File: config.mk
export PLATFORM = sky130hd
export DESIGN_NAME = id_queue_stage
export DESIGN_NICKNAME = d
export VERILOG_FILES = /design/src/rtl/id_queue_stage.sv
export SDC_FILE = /design/constraint.sdc
export NUM_CORES = 1
export LEC_CHECK = 0
export CAP_MARGIN = 0
export CORE_UTILIZATION = 50
export CTS_CLUSTER_DIAMETER = 40
export DETAILED_ROUTE_END_ITERATION = 8
export PLACE_DENSITY = 0.76
export SLEW_MARGIN = 5
export SYNTH_ARGS = -nofsm -noshare
export SYNTH_HDL_FRONTEND = slang
export SYNTH_SLANG_ARGS = --single-unit
File: constraint.sdc
create_clock -name clk -period 3.4 [get_ports clk]
set_clock_uncertainty 0.15 [all_clocks]
set_input_delay 1.02 -clock clk [delete_from_list [all_inputs] [get_ports clk]]
set_output_delay 1.02 -clock clk [all_outputs]
set_load 0.03 [all_outputs]
File: src/rtl/id_queue_stage.sv
// Decode-stage instruction queue: DEPTH-entry FIFO of {instr, pc} pairs
// feeding a registered output that holds under stall and bubbles on flush.
module id_queue_stage #(
    parameter int                DATA_W    = 32,
    parameter int                ADDR_W    = 32,
    parameter int                DEPTH     = 4,
    parameter logic [DATA_W-1:0] NOP_INSTR = '0
) (
    input  logic                       clk,
    input  logic                       reset,
    input  logic                       in_valid,
    output logic                       in_ready,
    input  logic [DATA_W-1:0]          in_instr,
    input  logic [ADDR_W-1:0]          in_pc,
    input  logic                       stall,
    input  logic                       flush,
    output logic                       out_valid,
    output logic [DATA_W-1:0]          out_instr,
    output logic [ADDR_W-1:0]          out_pc,
    output logic [$clog2(DEPTH):0]     count
);

    localparam int PTR_W = $clog2(DEPTH);
    localparam int CNT_W = PTR_W + 1;
    localparam logic [CNT_W-1:0] FULL = CNT_W'(DEPTH);

    logic [DATA_W-1:0] instr_mem [DEPTH];
    logic [ADDR_W-1:0] pc_mem    [DEPTH];

    logic [PTR_W-1:0] rd_ptr;
    logic [PTR_W-1:0] wr_ptr;
    logic [CNT_W-1:0] occ;

    logic push;
    logic load;
    logic has_head;
    logic pop;
    logic thru;
    logic store;

    assign count    = occ;
    assign in_ready = (occ != FULL);

    always_comb begin
        push     = in_valid & in_ready & ~flush;
        load     = ~stall & ~flush;
        has_head = (occ != '0);
        pop      = load & has_head;
        // An empty queue hands the incoming pair straight to the output.
        thru     = load & ~has_head & push;
        store    = push & ~thru;
    end

    always_ff @(posedge clk) begin
        if (store) begin
            instr_mem[wr_ptr] <= in_instr;
            pc_mem[wr_ptr]    <= in_pc;
        end
    end

    always_ff @(posedge clk) begin
        if (reset || flush) begin
            rd_ptr    <= '0;
            wr_ptr    <= '0;
            occ       <= '0;
            out_valid <= 1'b0;
            out_instr <= NOP_INSTR;
            out_pc    <= '0;
        end else begin
            if (store) begin
                wr_ptr <= wr_ptr + PTR_W'(1);
            end
            if (pop) begin
                rd_ptr <= rd_ptr + PTR_W'(1);
            end
            unique case ({store, pop})
                2'b10:   occ <= occ + CNT_W'(1);
                2'b01:   occ <= occ - CNT_W'(1);
                default: occ <= occ;
            endcase
            if (load) begin
                if (has_head) begin
                    out_valid <= 1'b1;
                    out_instr <= instr_mem[rd_ptr];
                    out_pc    <= pc_mem[rd_ptr];
                end else if (push) begin
                    out_valid <= 1'b1;
                    out_instr <= in_instr;
                    out_pc    <= in_pc;
                end else begin
                    out_valid <= 1'b0;
                    out_instr <= NOP_INSTR;
                    out_pc    <= '0;
                end
            end
        end
    end

endmodule

# After elaboration in Yosys (flattened, before gate mapping)
# Memories as Yosys holds them, arrays and structs flattened. A register that Yosys moved wholly into a read port is not among the register bits.
# Index checks and enable logic that the tools add are counted.
# op_classes
add_sub_neg,4
eq_ne,3
muxes,13
n_bitwise,11
n_reduce_logical,3
# ops
op,count
32-bit two-way mux,4
2-bit two-way mux,4
1-bit AND,7
3-bit case mux with 2 select lines,1
2-bit by 1-bit adder with 2-bit output (second input constant),2
1-bit two-way mux,4
1-bit NOT,4
3-bit by 1-bit adder with 3-bit output (second input constant),1
3-bit != test (second input constant),1
3-bit nonzero test,1
3-bit by 1-bit subtractor with 3-bit output (second input constant),1
2-bit by 1-bit equality test with 1-bit output (second input constant),1
2-bit equality test (second input constant),1
2-bit nonzero test,1
1-bit logical OR,1
# word_totals
register_bits,72
ram_bits,256
inputBits,69
output_inout_bits,69
wordCells,42
mem_count,2
# mem_list
name,words,width,read_ports,rd_ports_with_merged_regs,wr,line_no,rtl
instr_mem,4,32,1,1,1,27,logic [DATA_W-1:0] instr_mem [DEPTH];
pc_mem,4,32,1,1,1,28,logic [ADDR_W-1:0] pc_mem [DEPTH];

# Logic depth before layout (Yosys ltp)
# Gate-level depths: netlist of the first run.
# depth
depth_word,8
mapped_depth,9
depth_no_buf,9

# Worst setup path before layout of the first run
# Ideal clock, no wire load.
# synth_timing
path_type,input -> register
start,input port flush
end,memory instr_mem[1][0] (enable)
setup_ns,0.429
t_arrival_ns,2.941
t_required_ns,2.821
path_slack_ns,-0.120
stages,3
n_path_buf,0
path_cell_list,nand2b_1 -> a21oi_2 -> and2_1
# synth_via
elab_chain_cells,8
word_cells_on_any_way,9
cone_classes,2 x mux; 7 x bitwise
# synth_lines
item,line_no,rtl
start: declaration,16,"input logic flush,"
1-bit NOT (*),"45, 46",
1-bit AND,46,load = ~stall & ~flush;
1-bit AND (2 in series),50,thru = load & ~has_head & push;
1-bit NOT,51,store = push & ~thru;
1-bit AND (*),51,
1-bit two-way mux (*),55,if (store) begin
1-bit two-way mux (implied by the code) (*),56,instr_mem[wr_ptr] <= in_instr;
end: declaration,27,
# Every way passes the cells marked *; elsewhere a longest branch is shown, timed or not.

# Worst setup path in the final report of the first run
# layout_timing
start,"register occ[1], in the netlist count[1]"
end,output port in_ready
# layout_via
elab_chain_cells,1
# layout_lines
item,line_no,rtl
start: declaration,32,logic [CNT_W-1:0] occ;
start signal: assignment,77,2'b10: occ <= occ + CNT_W'(1);
start signal: assignment,78,2'b01: occ <= occ - CNT_W'(1);
3-bit != test,42,assign in_ready = (occ != FULL);
end: declaration,12,"output logic in_ready,"
# Every way passes these cells.

==> key figures, run 1 <==
Die
  • Die width: roughly 160 um
  • Die Area: ~25,000 um^2
  • IO Count: 138
  • Die Y: around 160 um
  • Initial Util: roughly 51%
  • Placement Rows: 57
  • Core footprint: between 20,000 and 25,000 um^2

Layout
  • Fillers: 1,706
  • Fin area: between 15,000 and 20,000 um^2
  • Syn-to-layout area delta: 25.7%
  • Final cell count without fillers: between 1,000 and 1,500
  • Diode count: 0
  • Share of cells above drive strength 1: a little under a fifth
  • Layout Nets: around 900

Routing
  • Post-Route WL: roughly 25,000 um
  • Via count: a little under 7,000
  • Post-DRT Antenna Nets: 0
  • DR iter-0 viols: around 520
  • DRC Markers: 0
  • DRT Pass-1 Iters: 5
  • DR vias/cell: 5.66
  • DR WL/cell: ~21 um

Timing
  • Hold slack: a little under 400 ps
  • Final hold viol count: 0
  • Max-slew headroom: between 30% and 40%
  • Slew @ Worst Pin: 957 ps
  • Setup TNS: 0 ps
  • Endpoints failing setup: 0
  • Fin crit share: 91.4%
  • Slew Limit Fails: 0
  • Final min period: around 3100 ps
  • RSZ-0062 raised after global routing: false
  • F_max: between 300 and 400 MHz

Place
  • Port Buf Inserts: 137
  • Post-Place Cell Area: 14,200 um^2
  • Gpl congestion: around 0.76
  • DPL Wire Length: about 15,000 um
  • Placed cell count: 1,129

Pwr
  • VDD IR max: around 450 uV
  • Power density over cell area: around 570 nW/um^2
  • LEAKAGE: ~4.9 nW

Clocking
  • TritonCTS Buffers: 39
  • Hold-fix buffers, CTS: 0
  • CTS tree: yes
  • H-tree depth: 2
  • Clk root buf: clkbuf_16
  • Sink Count: 330
  • Clock slew at reported path FFs: roughly 60 ps
  • Cts repair resizes: 0
  • Setup bufs post-CTS: 0
  • Clk buf depth: 3
  • Skew-Pair Late Insertion Delay: ~530 ps

Yosys
  • Count leader, synth: edfxtp_1
  • Async SR Flop Fraction: 0%
  • Netlist Area Pre-Place: between 10,000 and 15,000 um^2
  • Post-synthesis register bit count: between 300 and 400
  • Post-synth top flop: edfxtp_1
  • Top cells by area, synth: edfxtp_1 (62%), dfxtp_1 (12%), mux4_2 (12%)
  • Synth top area share: 62.3%
  • Post-Syn Instances: just under 700
  • Average size of a mapped cell: around 18 um^2
  • Yosys top cell by area: edfxtp_1
  • Post-synth EDFFs: between 200 and 300
  • Register area share after synthesis: around three quarters
  • Synth unique cells: 33
  • Yosys warns: 0
  • Post-synth top cells: edfxtp_1 (256), dfxtp_1 (74), nand2_1 (66)
  • Post-Syn Nets: between 700 and 800

GRT
  • GRT overflow: 0
  • Pin count of the biggest net entering global routing: 65
  • Vias in the first global route: 7,159
  • GR Util All Layers: between 20 and 25%
  • Initial antenna violation count: 0
  • First-pass GRT wire length: 40,100 um

Critical path
  • Startpoint Class: flip-flop
  • CP Class: reg2out
  • Critical path data arrival time: approximately 1900 ps
  • Flop-to-flop setup slack: 1160 ps
  • Crit Path Max Fanout: 6
  • CP required: 2230 ps
  • Crit end category: primary output

Worst hold path
  • Hold Crit Class: reg2reg

Outcome
  • Outcome: completed

Run
  • MaxCap Viol Count: 0
registers in the layout (all words and copies together) (netlist names), named ones only:
signal / flops
count: 3
instr_mem: 128
out_instr: 32
out_pc: 32
out_valid: 1
pc_mem: 128
rd_ptr: 2
wr_ptr: 2
cell type report:
type,count,area [um^2],share of cell area [%]
sequential,330,9180,59.2
multi-input combinational,305,2850,18.4
timing repair buffer,164,1740,11.2
clock buffer,52,1090,7.01
tap,324,405,2.61
clock inverter,19,235,1.52
inverter,6,22.5,0.145
critical path, cell delays in order, from the launching register on:
cell and delay (ps):
dfxtp_1 470, nor2_1 120, nand2_1 130, clkdlybuf4s50_1 680
cell usage in the layout, fill, tap and decap left out, types with 3 or more instances in the layout:
cell	count
a22oi_1	63
nand2_1	66
o21ai_1	59
clkinvlp_4	4
edfxtp_1	256
nand2b_1	3
inv_8	3
buf_4	14
and2_4	4
clkbuf_16	41
buf_12	13
ha_1	5
inv_1	6
a21oi_1	3
dfxtp_1	72
bufinv_16	3
inv_6	3
clkdlybuf4s50_1	137
mux4_2	64
o21ai_0	6
nor2_1	11
xor2_1	3
clkbuf_1	9
path summary, 6_finish.rpt:
kind	cells past startpoint	to	from
setup / recovery	3	in_ready	count[1]$_SDFFE_PP0P_
hold / removal	2	out_instr[1]$_SDFFE_PP0P_	out_instr[1]$_SDFFE_PP0P_
setup reg to reg	8	count[2]$_SDFFE_PP0P_	count[2]$_SDFFE_PP0P_
hold reg to reg	2	out_instr[1]$_SDFFE_PP0P_	out_instr[1]$_SDFFE_PP0P_
metal layers:
layer	up-vias	global-route usage, %	wire length (um)
met5	-	0	0
met4	0	8.00	672
met3	42	3.46	1480
met2	224	33.4	12400
met1	3482	28.7	10800
li1	3043	-	-
cells by family (layout without fill, tap and decap cells):
kind of cell	Yosys count	after routing	synth area share [%]
buffers and inverters	48	241	2.73
adder cells (fa/ha/maj)	6	6	0.669
XOR/XNOR	5	5	0.355
AND/OR/NAND/NOR	96	96	3.45
multiplexers	65	65	11.8
AO/OA/AOI/OAI	133	133	6.73
flip-flops	330	330	74.3
report_power, final:
| group | internal [W] | total (W) | leakage [nW] | switching (W) |
|---|---|---|---|---|
| sequential | 0.00439 | 0.00440 | 2.91 | 0.0000172 |
| clock | 0.00253 | 0.00416 | 0.632 | 0.00163 |
| combinational | 0.000156 | 0.000344 | 1.31 | 0.000188 |
through the flow:
stage	total power [W]	setup slack (ps)	util [%]
final	0.00891	293	64.0
after global routing	0.00917	227	64.0
after CTS	0.00898	255	64.0
after detailed placement	0.00483	39.3	58.5
after global placement	0.00482	57.7	58.5
after floorplan	0.00464	428	-
No activity file was read; power rests on OpenSTA's default activity.
==> inputs of run 2 (changes only) <==
Settings changed: CORE_MARGIN set to 3, HOLD_SLACK_MARGIN set to 0.1.
==> key figures, run 2 (synthesized netlist as in run 1, its figures left out) <==
Outcome
  • Outcome: completed (unchanged)

Critical path
  • Critical path data arrival time: 1830 ps (was 1940 ps)
  • CP Depth: 3 (unchanged)
  • Crit end category: primary output (unchanged)
  • CP Cell Sequence: nor2_1, nand2_1, clkdlybuf4s50_1 (unchanged)
  • Critical path endpoint: in_ready (unchanged)
  • Crit-path slowest cell: clkdlybuf4s50_1 (unchanged)
  • CP required: 2230 ps (about the same)
  • CP Class: reg2out (unchanged)
  • Worst r2r path cells: 8 (unchanged)
  • Worst Path Buf+Inv: 1 (unchanged)
  • Reg2reg end: count[2]$_SDFFE_PP0P_ (unchanged)
  • Reg-to-Reg Start: count[2]$_SDFFE_PP0P_ (unchanged)
  • CP max stage delay: 660 ps (was 680 ps)
  • Startpoint Class: flip-flop (unchanged)
  • Top Family by Delay on Critical Path: buffers and inverters (unchanged)
  • Critical Path Source: count[0]$_SDFFE_PP0P_ (was count[1]$_SDFFE_PP0P_)
  • Crit Path Max Fanout: 6 (unchanged)
  • Flop-to-flop setup slack: 1180 ps (was 1160 ps)

Routing
  • DRC Markers: 0 (unchanged)
  • DR WL/cell: 20.2 um (was 21.1 um)
  • DR iter-0 viols: 530 (was 522)
  • DR vias/cell: 5.55 (was 5.66)
  • DRT Pass-1 Iters: 5 (unchanged)
  • Post-DRT Antenna Nets: 0 (unchanged)
  • Via count: 6,618 (was 6,791)
  • Post-Route WL: 24,100 um (was 25,300 um)

Timing
  • PnR worst setup slack: 400 ps (was 293 ps)
  • Max-slew headroom: 35.0% (was 36.2%)
  • Slew Limit Fails: 0 (unchanged)
  • F_max: 333 MHz (was 322 MHz)
  • Final min period: 3000 ps (was 3110 ps)
  • Endpoints failing setup: 0 (unchanged)
  • Setup TNS: 0 ps (unchanged)
  • Fin crit share: 88.2% (was 91.4%)
  • RSZ-0062 raised after global routing: false (unchanged)
  • Slew @ Worst Pin: 975 ps (was 957 ps)
  • Final hold viol count: 0 (unchanged)

Clocking
  • Clock slew at reported path FFs: 60 ps (about the same)
  • CTS tree: yes (unchanged)
  • TritonCTS Buffers: 39 (unchanged)
  • Clk root buf: clkbuf_16 (unchanged)
  • Cts repair resizes: 0 (unchanged)
  • Clk buf depth: 3 (unchanged)
  • Skew-Pair Late Insertion Delay: 510 ps (was 530 ps)
  • Sink Count: 330 (unchanged)
  • H-tree depth: 2 (unchanged)
  • Hold-fix buffers, CTS: 0 (unchanged)
  • Setup bufs post-CTS: 0 (unchanged)

Pwr
  • Sw Share: 20.7% (was 20.6%)
  • P_sw: 0.00185 W (was 0.00184 W)
  • Int Pwr: 0.00710 W (was 0.00707 W)
  • Flop pwr share: 49.2% (was 49.4%)
  • VDD IR max: 400 uV (was 450 uV)
  • Power density over cell area: 577 nW/um^2 (was 574 nW/um^2)
  • Logic pwr share: 3.8% (was 3.9%)
  • Clk pwr share: 47.0% (was 46.7%)
  • LEAKAGE: 4.85 nW (about the same)

GRT
  • First-pass GRT wire length: 38,400 um (was 40,100 um)
  • Initial antenna violation count: 0 (unchanged)
  • GRT overflow: 0 (unchanged)
  • Vias in the first global route: 7,069 (was 7,159)
  • GR Util All Layers: 18.6% (was 20.8%)
  • Pin count of the biggest net entering global routing: 65 (unchanged)

Layout
  • Layout Nets: 917 (was 921)
  • Most frequent cells in the layout: edfxtp_1 (256), clkdlybuf4s50_1 (137), dfxtp_1 (72) (unchanged)
  • Commonest non-fill, non-tap cell in the layout: edfxtp_1 (unchanged)
  • Final cell count without fillers: 1,192 (was 1,200)
  • Largest registers: instr_mem x128, pc_mem x128 (unchanged)
  • Fillers: 1,634 (was 1,706)
  • Syn-to-layout area delta: 25.6% (was 25.7%)
  • Fin area: 15,500 um^2 (about the same)
  • Share of cells above drive strength 1: 19.2% (was 18.8%)

Die
  • Placement Rows: 56 (was 57)
  • IO Count: 138 (unchanged)
  • Die Area: 26,600 um^2 (was 25,300 um^2)
  • Core footprint: 23,900 um^2 (was 24,200 um^2)
  • Die width: 163 um (was 159 um)
  • Initial Util: 51.6% (was 50.9%)
  • Die Y: 163 um (was 159 um)

Place
  • Gpl congestion: 0.735 (was 0.762)
  • Port Buf Inserts: 137 (unchanged)
  • Placed cell count: 1,120 (was 1,129)
  • DPL Wire Length: 14,200 um (was 15,200 um)
  • Post-Place Cell Area: 14,200 um^2 (about the same)
  • Post-Place Worst Slack: 14.4 ps (was 39.3 ps)

Worst hold path
  • Min-Delay Startpoint: out_valid$_SDFFE_PP0P_ (was out_instr[1]$_SDFFE_PP0P_)
  • Hold Crit Class: reg2reg (unchanged)

Run
  • MaxCap Viol Count: 0 (unchanged)
[run 2: cell types whose count changed in the layout (fill, tap and decap cells not counted), sizes merged]
cell	delta
inv	+1
buf	-4
clkbuf	-7
diode	+1
clkinv	+6
bufinv	+1
clkinvlp	-1
[run 2: worst min-delay path, cell delays in order, from the launching register on]
cell and delay, ps:
dfxtp_1 310, nor2b_1 110, nor3_1 50
[run 2: routing by layer]
metal | vias up | GRT usage [%] | share of wire, %
met5 | - | 0 | 0
met4 | 0 | 5.00 | 1.6
met3 | 35 | 3.63 | 5.5
met2 | 191 | 32.4 | 51
met1 | 3348 | 24.1 | 42
li1 | 3044 | - | -
[run 2: how the worst min path moves through the flow]
stage	to	slack [ps]	cells after the start
2_1_floorplan	flip-flop	330	2
3_3_place_gp	out_valid$_SDFFE_PP0P_	340	2
3_5_place_dp	out_valid$_SDFFE_PP0P_	350	2
4_1_cts	out_valid$_SDFFE_PP0P_	360	2
5_1_grt	out_valid$_SDFFE_PP0P_	390	2
6_report	out_valid$_SDFFE_PP0P_	360	2
[run 2: final cells by class]
class                           count  area, um^2  area share (%)
Antenna cell                        1        2.50          0.0161
Clock buffer                       45        1040            6.72
Clock inverter                     26         307            1.98
Inverter                            6        22.5           0.145
Multi-Input combinational cell    305        2850            18.4
Sequential cell                   330        9180            59.2
Tap cell                          319         399            2.57
Timing Repair Buffer              160        1710            11.0
[run 2: power by group through the flow]
| stage | clock network [W] | registers (W) | logic, W |
|---|---|---|---|
| after detailed placement | 0 | 0.00449 | 0.000339 |
| after global placement | 0 | 0.00449 | 0.000333 |
| final | 0.00421 | 0.00440 | 0.000339 |
| after global routing | 0.00445 | 0.00440 | 0.000365 |
| after floorplan | 0 | 0.00452 | 0.000126 |
| after CTS | 0.00429 | 0.00440 | 0.000341 |
[run 2: metrics by stage]
step | power, W | hold WS [ps] | util (%)
after CTS | 0.00903 | 359 | 64.9
final | 0.00895 | 365 | 64.9
after detailed placement | 0.00483 | 350 | 59.2
after global placement | 0.00482 | 341 | 59.2
after global routing | 0.00922 | 389 | 64.9
after floorplan | 0.00464 | 335 | -
